$ cat config.mk
export PLATFORM = sky130hd
export DESIGN_NAME = register_forward
export DESIGN_NICKNAME = d
export VERILOG_FILES = /design/src/rtl/register_forward.sv
export SDC_FILE = /design/constraint.sdc
export NUM_CORES = 1
export LEC_CHECK = 0
export CORE_AREA = 4 4 41 43
export CTS_CLUSTER_SIZE = 40
export DETAILED_ROUTE_END_ITERATION = 12
export DIE_AREA = 0 0 45 47
export PLACE_DENSITY = 0.71
export SKIP_LAST_GASP = 1
export SLEW_MARGIN = 20
export SYNTH_ARGS = -nofsm -noshare
export SYNTH_HDL_FRONTEND = slang
export SYNTH_SLANG_ARGS = --single-unit
$ cat constraint.sdc
create_clock -name clk -period 2.1 [get_ports clk]
set_clock_uncertainty 0.1 [all_clocks]
set_input_delay 0.525 -clock clk [delete_from_list [all_inputs] [get_ports clk]]
set_output_delay 0.525 -clock clk [all_outputs]
set_load 0.005 [all_outputs]
$ cat src/rtl/register_forward.sv
// Operand forwarding control: flags when decode-stage sources must take the EX
// or MEM result, tracking the previous EX writer in MEM-stage registers.
module register_forward #(
   parameter int AW = 5
) (
   input  logic          clk,
   input  logic          rst,
   input  logic [AW-1:0] RN1,
   input  logic [AW-1:0] RN2,
   input  logic [AW-1:0] RN1_EX,
   input  logic          WriteReg_EX,
   input  logic          WriteR0_EX,
   output logic          Reg_Forwarding1,
   output logic          Reg_Forwarding2,
   output logic          Mem_Forwarding1,
   output logic          Mem_Forwarding2
);

   logic [AW-1:0] dest_MEM;
   logic          wr_MEM;
   logic          r0_MEM;

   logic ex_match1;
   logic ex_match2;
   logic mem_match1;
   logic mem_match2;

   // Reset clears the tracked writer so a pre-reset producer is never forwarded.
   always_ff @(posedge clk or posedge rst) begin
      if (rst) begin
         dest_MEM <= '0;
         wr_MEM   <= 1'b0;
         r0_MEM   <= 1'b0;
      end else begin
         dest_MEM <= RN1_EX;
         wr_MEM   <= WriteReg_EX;
         r0_MEM   <= WriteR0_EX;
      end
   end

   // Register 0 is a real register: the implicit R0 write is a second match term.
   always_comb begin
      ex_match1  = (WriteReg_EX && (RN1 == RN1_EX)) || (WriteR0_EX && (RN1 == '0));
      ex_match2  = (WriteReg_EX && (RN2 == RN1_EX)) || (WriteR0_EX && (RN2 == '0));
      mem_match1 = (wr_MEM && (RN1 == dest_MEM)) || (r0_MEM && (RN1 == '0));
      mem_match2 = (wr_MEM && (RN2 == dest_MEM)) || (r0_MEM && (RN2 == '0));
   end

   // The EX producer is newer, so it masks any MEM match on the same operand.
   assign Reg_Forwarding1 = ex_match1;
   assign Reg_Forwarding2 = ex_match2;
   assign Mem_Forwarding1 = mem_match1 && !ex_match1;
   assign Mem_Forwarding2 = mem_match2 && !ex_match2;

endmodule

Word level (Yosys, flattened, before mapping)
Index checks and enable logic that the tools add are counted.

Flip-flop bits (word level): 7. Input port bits: 19. Output and inout bits: 4. Logic and storage cells: 25.

Eq/ne operators: 4. Reduce and logical (&&, ||, !) cells: 18.

Operator list (number): $eq A5 B5 Y1 (4); $logic_and A1 B1 Y1 (10); $logic_not A5 Y1 (2); $logic_or A1 B1 Y1 (4); $logic_not A1 Y1 (2).

Longest topological paths before layout
Depth after elaboration: 5. Mapped depth: 4. Gate-level depth less buffers: 4.

Least setup slack after synthesis
No wires, ideal clock.

Kind: input port to output port. Start: input port RN1[1]. End: output port Mem_Forwarding1. Arrival: 1.340 ns. Slack: 0.135 ns. Stages on the path: 4. Buffers on the path: 0. Path through: or4_4 -> nor2_4 -> a32o_2 -> nor2_1.

Cells in the longest elaborated chain, start to end: 5. Elaborated cells on any way between the ends: 11. Those cells by class: eq/ne: 2; reduce/logical: 9.

Ends and longest elaborated chain: start: declaration (RTL line 8) `input logic [AW-1:0] RN1,`; $eq A5 B5 Y1 or $logic_not A5 Y1 (tied branches) (RTL line 43) `ex_match1 = (WriteReg_EX && (RN1 == RN1_EX)) || (WriteR0_EX && (RN1 == '0));`; $logic_and A1 B1 Y1 (RTL line 43); $logic_or A1 B1 Y1 * (RTL line 43); net Reg_Forwarding1 (RTL line 13) `output logic Reg_Forwarding1,`; $logic_not A1 Y1 * (RTL line 52) `assign Mem_Forwarding1 = mem_match1 && !ex_match1;`; $logic_and A1 B1 Y1 * (RTL line 52); end: declaration (RTL line 15) `output logic Mem_Forwarding1,`.

The timed path passes the listed nets; every way through them passes the cells marked *.

Worst setup path in the final report
Start: input port RN1[2]. End: output port Mem_Forwarding1.

Cells in the longest elaborated chain, start to end: 5. Elaborated cells on any way between the ends: 11. Those cells by class: eq/ne: 2; reduce/logical: 9.

Ends and longest elaborated chain (RTL line): $eq A5 B5 Y1 or $logic_not A5 Y1 (tied branches) (43, 45); $logic_and A1 B1 Y1 (43); $logic_or A1 B1 Y1 (43); $logic_not A1 Y1 (52); $logic_and A1 B1 Y1 * (52).

Every way passes the cells marked *; elsewhere a longest branch is shown, timed or not.

==> summary.md <==
| Metric | Value |
|---|---|
| Status | `complete, but fails checks` |
| Failing checks | `negative setup slack` |
| Final WS setup | `-0.0995 ns` |
| Grt ovf | `0` |
| Final Cycle Share | `105%` |
| Worst slew pin tran | `0.299 ns` |
| Placer congestion estimate | `a little over 0.8` |
| Clk network pwr share | `roughly a third` |
| Gr usage total | `~15%` |
| Root buf cell | `clkbuf_4` |
| PwrDens | `489 nW/um^2` |
| Commonest non-fill, non-tap cell in the layout | `xor2_1` |
| HP Class | `input port to register` |
| Vias/cell | `about 5` |
| Core Area | `~1300 um^2` |
| Area of the mapped netlist | `about 470 um^2` |
| Switching Share | `28.0%` |
| Synth Register Bits | `7` |
| Initial antenna violation count | `0` |
| Final setup viols | `4` |
| Vias in the first global route | `521` |
| Most frequent cells in the layout | `xor2_1, buf_2, buf_4` |
| FILL cells | `129` |
| Tmin final | `approximately 2.2 ns` |
| Net count after synthesis | `a little over 60` |
| Antenna diodes | `0` |
| Leakage | `roughly 0.36 nW` |
| Crit path kind | `input port to output port` |
| Sequential share of power | `38.9%` |
| WP data required | `1.47 ns` |
| Largest net degree at the start of global routing | `8` |
| CTS tree | `done` |
| Combinational cell fraction of total power | `around 28%` |
| CTS Buffer Depth | `2` |
| Fin Setup TNS | `-0.226 ns` |
| Cell variety after synth | `11` |
| Port Buffers | `22` |
| Area grow syn2layout | `65.4%` |
| Share of layout cells above drive strength 1 | `between 50 and 60%` |
| Yosys warns | `0` |
| First-pass GRT wire length | `roughly 2.2 mm` |
| CP arrival | `~1.6 ns` |
| DRC errors left | `0` |
| Critical path peak fanout | `2` |
| Final nets | `97` |
| HPWL Detailed | `~1.1 mm` |
| Critical path endpoint category | `output port` |
| Initial Utilization | `a little over a third` |
| Wire per inst | `13.8 um` |
| Num CTS Buffers | `3` |
| Final ANT Viol Nets | `0` |
| Place WS | `-0.868 ns` |
| Die height | `between 40 and 50 um` |
| Fmax | `0.455 GHz` |
| Max_slew headroom | `roughly four fifths` |
| TritonCTS sink count | `7` |
| Internal | `0.272 mW` |
| Clk slew on worst S/H paths | `0.05 ns` |
| Worst setup SP type | `input port` |
| Max-cap violations | `0` |
| DIE WIDTH | `45 um` |
| Final hold viol count | `0` |
| First-pass DRT Iterations | `2` |
| RSZ-0062 raised after global routing | `yes` |
| H-tree levels | `1` |
| Ports | `23` |
| Vias | `453` |
| Row count | `13` |
| Psw | `between 0.1 and 0.15 mW` |
| Total Die Area | `2120 um^2` |
| Iteration-0 DRC Markers | `2` |
| Pins over their slew limit | `0` |
| Syn avg cell area | `between 10 and 15 um^2` |
| Post-synthesis sequential area ratio | `around 38%` |
| Final Routed Wirelength | `between 1 and 1.5 mm` |
| Max VDD drop | `approximately 0.00029 V` |
| Cells after Synth | `42` |
## timing repair
action / CTS / global route
pin swaps: 13 / 8
hold endpoints to repair: 0 / 0
setup endpoints to repair: 4 / 4
resized for setup: 79 / 3
setup buffers: 0 / 0
hold buffers: 0 / 0
## cells in the mapped netlist
| master | number | share of area, % |
|---|---|---|
| xor2_1 | 16 | 30 |
| dfrtp_1 | 7 | 38 |
| nor4_1 | 4 | 5.4 |
| xnor2_1 | 4 | 7.5 |
| a32o_2 | 2 | 4.8 |
| a32oi_1 | 2 | 3.8 |
| nor2_1 | 2 | 1.6 |
| or4_4 | 2 | 4.8 |
| inv_1 | 1 | 0.80 |
| nor2_2 | 1 | 1.3 |
| nor2_4 | 1 | 2.4 |
## registers in the layout, summed over array words and instances (netlist names)
signal,flops
wr_MEM,1
dest_MEM,5
r0_MEM,1
## per-layer routing
metal	GRT usage [%]	up-vias	share of wire, %
met1	18.5	212	42
met3	3.83	4	7.1
met2	25.1	18	49
li1	-	219	-
met5	0	-	0
met4	8.77	0	1.7
## critical path, stage by stage
cell and delay, ns:
buf_6 0.09, or4_4 0.54, nor2_4 0.11, a32o_2 0.14, nor2_1 0.04, buf_2 0.12
## cell families (layout without fill, tap and decap cells)
logic type,Yosys count,in the layout,synth area share (%)
simple gates,10,10,15.5
buf+inv,1,36,0.804
compound gates,4,4,8.58
flops,7,7,37.5
xor+xnor,20,20,37.5
## through the flow
step / cells / power [mW] / hold WS (ns) / util [%] / cell area (um^2)
final: 92 / 0.378 / 0.319 / 59.3 / 772
after global routing: 92 / 0.401 / 0.320 / 59.3 / 772
after CTS: 92 / 0.379 / 0.317 / 58.3 / 758
after detailed placement: 88 / 0.257 / 0.683 / 59.4 / 773
after global placement: 88 / 0.256 / 0.680 / 59.4 / 773
after floorplan: 42 / 0.184 / 0.228 / - / 467
## path summary, 6_finish.rpt
check                      startpoint  depth (start not counted)              end
setup / recovery               RN1[2]                          6  Mem_Forwarding1
min in group asynchronous         rst                          2      dest_MEM[0]
max in group asynchronous         rst                          2      dest_MEM[1]
hold / removal              RN1_EX[1]                          1      dest_MEM[1]
## power groups by stage
stage | combinational, mW | sequential [mW] | clock, mW
after floorplan | 0.0358 | 0.149 | 0
after global placement | 0.107 | 0.149 | 0
after detailed placement | 0.108 | 0.149 | 0
after CTS | 0.102 | 0.147 | 0.130
after global routing | 0.114 | 0.148 | 0.139
final | 0.104 | 0.147 | 0.127
## area by class of cell
cell class	instances	area [um^2]	area share, %
clock buffers	4	26.3	3.40
inverters	1	3.75	0.486
multi-input cells	34	319	41.3
flip-flops and latches	7	175	22.7
well taps	15	18.8	2.43
repair buffers	31	229	29.7
Power figures use the tool's default switching activity.
